==> src/rtl/packet_dispatcher_pkg.sv <==
// Shared classifier pipeline definitions: header width defaults, counter widths
// and the dispatch state encoding used by the packet dispatcher.
package packet_dispatcher_pkg;

  localparam int CLS_PACKET_WIDTH = 104;
  localparam int CLS_COUNT_WIDTH  = 32;

  typedef enum logic [0:0] {
    IDLE      = 1'b0,
    WAIT_PAIR = 1'b1
  } disp_state_e;

  // Bits needed to count 0..n-1, never less than one.
  function automatic int cnt_width(input int n);
    return (n <= 1) ? 1 : $clog2(n);
  endfunction

endpackage

==> src/rtl/packet_dispatcher_fifo.sv <==
// Circular header buffer: single push per edge, pop of 0/1/2 entries per edge,
// exposes the two oldest entries so a pair can leave in one cycle.
module dispatch_fifo
  import packet_dispatcher_pkg::*;
#(
  parameter int WIDTH = CLS_PACKET_WIDTH,
  parameter int DEPTH = 8
) (
  input  logic                     clk,
  input  logic                     rst,
  input  logic                     push_i,
  input  logic [WIDTH-1:0]         push_data_i,
  input  logic [1:0]               pop_i,
  output logic [WIDTH-1:0]         head_o,
  output logic [WIDTH-1:0]         head_next_o,
  output logic [$clog2(DEPTH):0]   level_o
);

  localparam int AW = (DEPTH > 1) ? $clog2(DEPTH) : 1;
  localparam int LW = $clog2(DEPTH) + 1;

  logic [WIDTH-1:0] mem_q [DEPTH];
  logic [AW-1:0]    wr_ptr_q;
  logic [AW-1:0]    rd_ptr_q;
  logic [LW-1:0]    level_q;

  // Payload storage carries no reset; emptiness is defined by the pointers and level.
  always_ff @(posedge clk) begin
    if (push_i) begin
      mem_q[wr_ptr_q] <= push_data_i;
    end
  end

  // Pointers wrap naturally because DEPTH is a power of two.
  always_ff @(posedge clk or posedge rst) begin
    if (rst) begin
      wr_ptr_q <= '0;
      rd_ptr_q <= '0;
      level_q  <= '0;
    end else begin
      wr_ptr_q <= wr_ptr_q + AW'(push_i);
      rd_ptr_q <= rd_ptr_q + AW'(pop_i);
      level_q  <= level_q + LW'(push_i) - LW'(pop_i);
    end
  end

  assign head_o      = mem_q[rd_ptr_q];
  assign head_next_o = mem_q[rd_ptr_q + AW'(1)];
  assign level_o     = level_q;

endmodule

==> src/rtl/packet_dispatcher.sv <==
// Two-lane header dispatcher: buffers ingress headers and releases them in
// pairs, or alone after a bounded wait for a partner or on flush.
module packet_dispatcher
  import packet_dispatcher_pkg::*;
#(
  parameter int PACKET_WIDTH = CLS_PACKET_WIDTH,
  parameter int FIFO_DEPTH   = 8,
  parameter int HOLD_CYCLES  = 4
) (
  input  logic                          clk,
  input  logic                          RSTn,
  input  logic [PACKET_WIDTH-1:0]       s_packet,
  input  logic                          s_valid,
  output logic                          s_ready,
  input  logic                          stall,
  input  logic                          flush,
  output logic [PACKET_WIDTH-1:0]       packet_out1,
  output logic [PACKET_WIDTH-1:0]       packet_out2,
  output logic                          data_valid_out1,
  output logic                          data_valid_out2,
  output logic [$clog2(FIFO_DEPTH):0]   fifo_level,
  output logic [CLS_COUNT_WIDTH-1:0]    pkt_count
);

  localparam int LW = $clog2(FIFO_DEPTH) + 1;
  localparam int CW = cnt_width(HOLD_CYCLES);
  localparam logic [CW-1:0] HOLD_LAST = CW'(HOLD_CYCLES - 1);

  logic                       push_s;
  logic [1:0]                 pop_s;
  logic [LW-1:0]              level_s;
  logic [LW-1:0]              level_nxt_s;
  logic [PACKET_WIDTH-1:0]    head_s;
  logic [PACKET_WIDTH-1:0]    head_next_s;

  disp_state_e                state_q;
  logic [CW-1:0]              wait_cnt_q;
  logic                       s_ready_q;
  logic [CLS_COUNT_WIDTH-1:0] pkt_count_q;
  logic [PACKET_WIDTH-1:0]    packet_out1_q;
  logic [PACKET_WIDTH-1:0]    packet_out2_q;
  logic                       dv1_q;
  logic                       dv2_q;

  assign push_s      = s_valid & s_ready_q;
  assign level_nxt_s = level_s + LW'(push_s) - LW'(pop_s);

  // Pop decision uses only registered level/state so a same-edge push never pairs early.
  always_comb begin
    pop_s = 2'd0;
    if (stall) begin
      pop_s = 2'd0;
    end else if (level_s >= LW'(2)) begin
      pop_s = 2'd2;
    end else if ((level_s == LW'(1)) &&
                 (flush || ((state_q == WAIT_PAIR) && (wait_cnt_q == HOLD_LAST)))) begin
      pop_s = 2'd1;
    end else begin
      pop_s = 2'd0;
    end
  end

  dispatch_fifo #(
    .WIDTH (PACKET_WIDTH),
    .DEPTH (FIFO_DEPTH)
  ) u_fifo (
    .clk         (clk),
    .rst         (RSTn),
    .push_i      (push_s),
    .push_data_i (s_packet),
    .pop_i       (pop_s),
    .head_o      (head_s),
    .head_next_o (head_next_s),
    .level_o     (level_s)
  );

  // Dispatch FSM with registered lane outputs, ingress ready and dispatch counter.
  always_ff @(posedge clk or posedge RSTn) begin
    if (RSTn) begin
      state_q       <= IDLE;
      wait_cnt_q    <= '0;
      s_ready_q     <= 1'b0;
      pkt_count_q   <= '0;
      packet_out1_q <= '0;
      packet_out2_q <= '0;
      dv1_q         <= 1'b0;
      dv2_q         <= 1'b0;
    end else begin
      s_ready_q   <= (level_nxt_s < LW'(FIFO_DEPTH));
      pkt_count_q <= pkt_count_q + CLS_COUNT_WIDTH'(pop_s);
      dv1_q       <= 1'b0;
      dv2_q       <= 1'b0;
      if (stall) begin
        state_q    <= state_q;
        wait_cnt_q <= wait_cnt_q;
      end else if (pop_s != 2'd0) begin
        dv1_q         <= 1'b1;
        dv2_q         <= (pop_s == 2'd2);
        packet_out1_q <= head_s;
        if (pop_s == 2'd2) begin
          packet_out2_q <= head_next_s;
        end
        state_q    <= IDLE;
        wait_cnt_q <= '0;
      end else if (level_s == LW'(1)) begin
        if (state_q == IDLE) begin
          state_q    <= WAIT_PAIR;
          wait_cnt_q <= '0;
        end else begin
          wait_cnt_q <= wait_cnt_q + CW'(1);
        end
      end else begin
        state_q    <= IDLE;
        wait_cnt_q <= '0;
      end
    end
  end

  assign s_ready         = s_ready_q;
  assign packet_out1     = packet_out1_q;
  assign packet_out2     = packet_out2_q;
  assign data_valid_out1 = dv1_q;
  assign data_valid_out2 = dv2_q;
  assign fifo_level      = level_s;
  assign pkt_count       = pkt_count_q;

endmodule
==> config.mk <==
export PLATFORM = sky130hd
export DESIGN_NAME = packet_dispatcher
export DESIGN_NICKNAME = d
export VERILOG_FILES = /design/src/rtl/packet_dispatcher_pkg.sv /design/src/rtl/packet_dispatcher_fifo.sv /design/src/rtl/packet_dispatcher.sv
export SDC_FILE = /design/constraint.sdc
export NUM_CORES = 2
export LEC_CHECK = 0
export CORE_AREA = 2 2 383 290
export DETAILED_ROUTE_END_ITERATION = 7
export DIE_AREA = 0 0 385 292
export PLACE_DENSITY_LB_ADDON = 0.1
export SYNTH_ARGS = -nofsm -noshare
export SYNTH_HDL_FRONTEND = slang
export SYNTH_SLANG_ARGS = --single-unit
==> constraint.sdc <==
create_clock -name clk -period 8.2 [get_ports clk]
set_clock_uncertainty 0.2 [all_clocks]
set_input_delay 1.23 -clock clk [delete_from_list [all_inputs] [get_ports clk]]
set_output_delay 1.23 -clock clk [all_outputs]
set_load 0.01 [all_outputs]
# Word-level counts from Yosys, hierarchy flattened
# Memory sizes are Yosys's and may differ from the RTL's. A register that Yosys moved wholly into a read port is not among the register bits.
# Cells that the tools add are included.
[word_totals]
register_bits = 48
mem_bits_rw = 832
word_cells = 44
memories = 1
[memory_table]
columns = ["memory", "words", "word_bits", "rd", "rd_clocked_by_memory_dff", "wr", "line_no", "source"]
rows = [
  ["u_fifo.mem_q", 8, 104, 2, 2, 1, "packet_dispatcher_fifo.sv:22", "logic [WIDTH-1:0] mem_q [DEPTH];"],
]
[op_classes]
addsub = 7
magnitude_cmp = 2
n_eq_ne = 3
n_mux = 14
bitwise = 2
n_reduce_logical = 6
[op_table]
columns = ["operator", "n"]
rows = [
  ["32-bit by 2-bit adder with 32-bit output", 1],
  ["2-bit two-way mux", 5],
  ["1-bit two-way mux", 9],
  ["4-bit by 1-bit adder with 4-bit output", 1],
  ["2-bit equality test (second input constant)", 2],
  ["4-bit by 1-bit equality test with 1-bit output (second input constant)", 1],
  ["4-bit by 2-bit greater-or-equal comparator with 1-bit output (second input constant)", 1],
  ["4-bit less-than comparator (second input constant)", 1],
  ["4-bit by 2-bit subtractor with 4-bit output", 1],
  ["3-bit by 1-bit adder with 3-bit output", 1],
  ["3-bit by 1-bit adder with 3-bit output (second input constant)", 1],
  ["3-bit by 2-bit adder with 3-bit output", 1],
  ["3-bit AND reduction", 1],
  ["2-bit by 1-bit adder with 2-bit output (second input constant)", 1],
  ["1-bit logical AND", 2],
  ["2-bit AND reduction", 1],
  ["2-bit nonzero test", 1],
  ["1-bit AND", 1],
  ["1-bit logical OR", 1],
  ["1-bit inverter", 1],
]

# Longest topological paths before layout
[depth]
ltp_word = 10
ltp_mapped = 13
depth_no_buf = 11

# By module
# From an unflattened synthesis, not the netlist that was laid out.
[hier_totals]
cells_unflattened = 3167
hier_area_um2 = 49383.6
[by_module_without_submodules]
columns = ["mod", "n_inst", "cells_each", "area_per_inst_um2", "seq_area_each_um2"]
rows = [
  ["dispatch_fifo", 1, 2571, 39580.5, 25234.2],
  ["packet_dispatcher", 1, 596, 9803.2, 6155.9],
]

# Worst setup path after synthesis
# OpenSTA, ideal clock, no wires.
[synth_timing]
path_kind = "in2reg"
from = "in s_valid"
to = "mem u_fifo.mem_q[0][0] (netlist bit), enable pin"
setup_ps = 694
arrival_time_ps = 8547
path_slack_ps = -1241
cell_stages = 3
cell_sequence = "and2_1 > nand2b_1 > nor3_1"
[synth_via]
elab_chain_len = 3
[synth_rtl]
columns = ["item", "line_no", "source"]
rows = [
  ["from (decl)", "packet_dispatcher.sv:13", "input logic s_valid,"],
  ["1-bit AND", "packet_dispatcher.sv:45", "assign push_s = s_valid & s_ready_q;"],
  ["1-bit two-way mux", "packet_dispatcher_fifo.sv:29", "if (push_i) begin"],
  ["1-bit two-way mux (implied by the code)", "packet_dispatcher_fifo.sv:30", "mem_q[wr_ptr_q] <= push_data_i;"],
  ["to (decl)", "packet_dispatcher_fifo.sv:22", ""],
]
# No other way between the ends.

# Worst setup path in the final report
[layout_timing]
from = "reg u_fifo.rd_ptr_q[0]"
to = "reg packet_out2_q[16], in the netlist packet_out2[16], read port of u_fifo.mem_q"
[layout_via]
elab_chain_len = 1
[layout_rtl]
columns = ["item", "line_no", "source"]
rows = [
  ["from (decl)", "packet_dispatcher_fifo.sv:24", "logic [AW-1:0] rd_ptr_q;"],
  ["from (signal assigned)", "packet_dispatcher_fifo.sv:42", "rd_ptr_q <= rd_ptr_q + AW'(pop_i);"],
  ["3-bit by 1-bit adder with 3-bit output", "packet_dispatcher_fifo.sv:48", "assign head_next_o = mem_q[rd_ptr_q + AW'(1)];"],
  ["to (decl)", "packet_dispatcher.sv:41", "logic [PACKET_WIDTH-1:0] packet_out2_q;"],
]
# No other way between the ends.
# A chain may end at the register's enable or synchronous reset.

==> metrics <==
number of fill cells=8,820; TNS Setup=0 ns; Post-synth EDFFs=832; Port Buf Inserts=355; H-tree levels=3; CTS Sinks=1,088; top cells by count, synth=832 x edfxtp_1, 417 x mux2_2, 256 x dfrtp_1, 209 x o22ai_1, 208 x mux4_2; DP Wirelength=70.74 mm; sequential element share of the synthesized area=0.6617; final instance area=55,830 µm²; Mapped Nets=2,923; Crit-path slowest cell=dfrtp_4; RSZ-0062 raised after global routing=false; Fin. Hold Viols=0; first-pass GRT wire length=191.1 mm; Multi-input gate area=15,030 µm²; DRT Wirelength=128.8 mm; Critical Path Start Type=register; nets@finish=3,243; CTS Buf Count=112; Setup crit end kind=register; Synth area leaders=edfxtp_1 53%, dfrtp_1 14%, mux2_2 9.9%, mux4_2 9.9%, o22ai_1 2.8%; DRC viols=0; Sequential Area=31,400 µm²; metal3 WL=6.847 mm; Tcrit/Tclk final=0.5718; CP arrival=5.07 ns; DIE AREA=112,400 µm²; Async SR Flop Fraction=0.2353; Yosys warnings=0; top-count cell post-synth=edfxtp_1; pre-CTS setup slack=3.320 ns; chip height=292 µm; Setup CP Type=reg -> reg; CP peak stage delay=0.90 ns; area share of the largest cell type after synthesis=0.5266; WL/cell=27.60 µm; largest net degree at the start of global routing=156; Pwr per Cell Area=396.4 nW/µm²; Congestion Overflow GR=0; worst skew pair latency=0.70 ns; Clk network pwr share=0.223; met2 routed WL=64.17 mm; status=finished, final reports clean; DR vias=27,172; root buffer cell=clkbuf_16; Final min period=4.689 ns; Min-Delay Path Class=reg -> reg; Core Footprint=108,600 µm²; maximum fanout along the worst path=51; Max-Cap Viols=0; Vias/cell=5.823; layout cells sized above 1=0.2651; met1 WL=54.80 mm; die width=385 µm; cell row count=105; Slew @ Worst Pin=1.051 ns; max frequency=0.2133 GHz; VDD IR max=0.0004038 V; Slew HR=0.2976; post-cts sizing count=0; Seq cells post-synth=1,088; Final Max Slew Viols=0; cell mode on critical path=buf_4; P&R area growth vs syn=17.69%; CTS tree=done; Psw=7.780 mW; final setup vio count=0; vias in the first global route=28,802; Syn Area/Cell=16.96 µm²; Synth area leader=edfxtp_1; combinational power share=0.427; top sig layer=met5; switching fraction of total power=0.3516; post-route ant nets=0; Iteration-0 DRC Markers=1,840; Seq pwr share=0.350; Placer Congestion=0.7626; io pins=356; Pint=14.35 mW; Synth cell types=39; setup bufs post-CTS=0; DRT Pass-1 Iters=5; Worst EP required=8.59 ns; ys flop type=edfxtp_1; Hold-fix buffers, CTS=0; Mapped Cells=2,798; Static Leak=19.07 nW; initial antenna violation count=19; Clock Pin Slew Worst Setup and Hold Paths=0.06 ns; Netlist Area Pre-Place=47,440 µm²; clk buf depth=3; initial cell density of the core=0.4367; final worst-path setup slack=3.511 ns; CP cell instances=buf_4 -> nand2b_4 -> buf_4 -> buf_4 -> o22ai_1 -> o31ai_1; gr usage total=0.2291; Cell Area, Placed=52,310 µm²
[routing by layer]
layer,vias up,GRT usage
met1,14377,0.3081
met5,-,0
met2,719,0.3826
met4,22,0.06145
li1,11852,-
met3,202,0.04248
[worst max-delay path: cells and delay by family (launching register included)]
kind / cells / cell delay [ns]
buf+inv: 3 / 2.24
flops: 1 / 0.90
simple gates: 1 / 0.64
compound gates: 2 / 0.41
[area by class of cell]
class | instances | share of cell area
inverter | 16 | 0.001143
clock buffer | 163 | 0.05638
tap | 1444 | 0.03236
sequential | 1088 | 0.5624
clock inverter | 47 | 0.006454
antenna | 8 | 0.0003585
timing repair buffer | 404 | 0.07180
multi-input combinational | 1496 | 0.2691
[kinds of logic after synthesis]
family	after synthesis	share of synthesized area
DFF	1088	0.6617
AOI/OAI and AO/OA	423	0.05581
buffers and inverters	214	0.02429
adders and majority gates	16	0.004695
xor gates and xnor gates	36	0.006646
and+or+nand+nor	292	0.02724
muxes	729	0.2197
[registers in the layout, summed over array words and instances, names as in the netlist]
register         flops
pkt_count           32
u_fifo.wr_ptr_q      3
u_fifo.mem_q       832
u_fifo.level_o       4
data_valid_out2      1
state_q              1
s_ready              1
wait_cnt_q           2
packet_out1        104
data_valid_out1      1
u_fifo.rd_ptr_q      3
packet_out2        104
[path summary, 6_finish.rpt]
| path | startpoint | endpoint | slack [ns] | cells past startpoint |
|---|---|---|---|---|
| min | pkt_count[31]$_DFF_PP0_ | pkt_count[31]$_DFF_PP0_ | 0.28 | 1 |
| max | u_fifo.rd_ptr_q[0]$_DFF_PP0_ | packet_out2[16]$_DFFE_PP0P_ | 3.51 | 6 |
| max in group asynchronous | RSTn | u_fifo.rd_ptr_q[0]$_DFF_PP0_ | 5.75 | 3 |
| min in group asynchronous | RSTn | pkt_count[18]$_DFF_PP0_ | 0.73 | 2 |
| min reg2reg | pkt_count[31]$_DFF_PP0_ | pkt_count[31]$_DFF_PP0_ | 0.28 | 1 |
| max reg2reg | u_fifo.rd_ptr_q[0]$_DFF_PP0_ | packet_out2[16]$_DFFE_PP0P_ | 3.51 | 6 |
[placed cells by master, fill, tap and decap left out, types with 6 or more instances in the layout]
master	netlist	routed
clkbuf_8	0	9
buf_4	30	42
clkdlybuf4s50_1	0	355
xor2_1	10	10
ha_1	13	12
clkinv_2	0	20
clkbuf_1	41	39
nor2_1	117	111
mux4_2	208	208
mux2i_1	104	104
diode_2	0	8
and3_1	7	7
edfxtp_1	832	832
o31ai_1	104	104
o22ai_1	209	208
xnor2_1	26	26
inv_1	16	15
nand4_1	12	12
dfrtp_1	256	253
a21oi_1	107	107
nand3_1	8	8
nor2_4	0	6
mux2_2	417	417
nand2_1	116	114
buf_12	0	7
clkinv_1	0	16
clkbuf_16	0	115
[power by group through the flow]
stage | Clock [mW] | Combinational (mW) | Sequential (mW)
6_report | 4.94 | 9.46 | 7.74
3_5_place_dp | 0 | 9.57 | 7.86
2_1_floorplan | 0 | 6.33 | 7.80
5_1_grt | 5.26 | 10.1 | 7.85
3_3_place_gp | 0 | 9.50 | 7.82
4_1_cts | 5.04 | 9.59 | 7.76
[through the flow]
stage / cells / hold WS (ns) / power, mW / utilization
floorplan: 2798 / 0.2637 / 14.13 / -
global route: 4664 / 0.3051 / 23.24 / 0.5139
detailed placement: 4448 / 0.2698 / 17.43 / 0.4814
CTS: 4658 / 0.2833 / 22.39 / 0.5137
global placement: 4448 / 0.2709 / 17.31 / 0.4814
finish: 4666 / 0.2756 / 22.13 / 0.5139
Note: power is estimated with default switching activity, not from simulation.
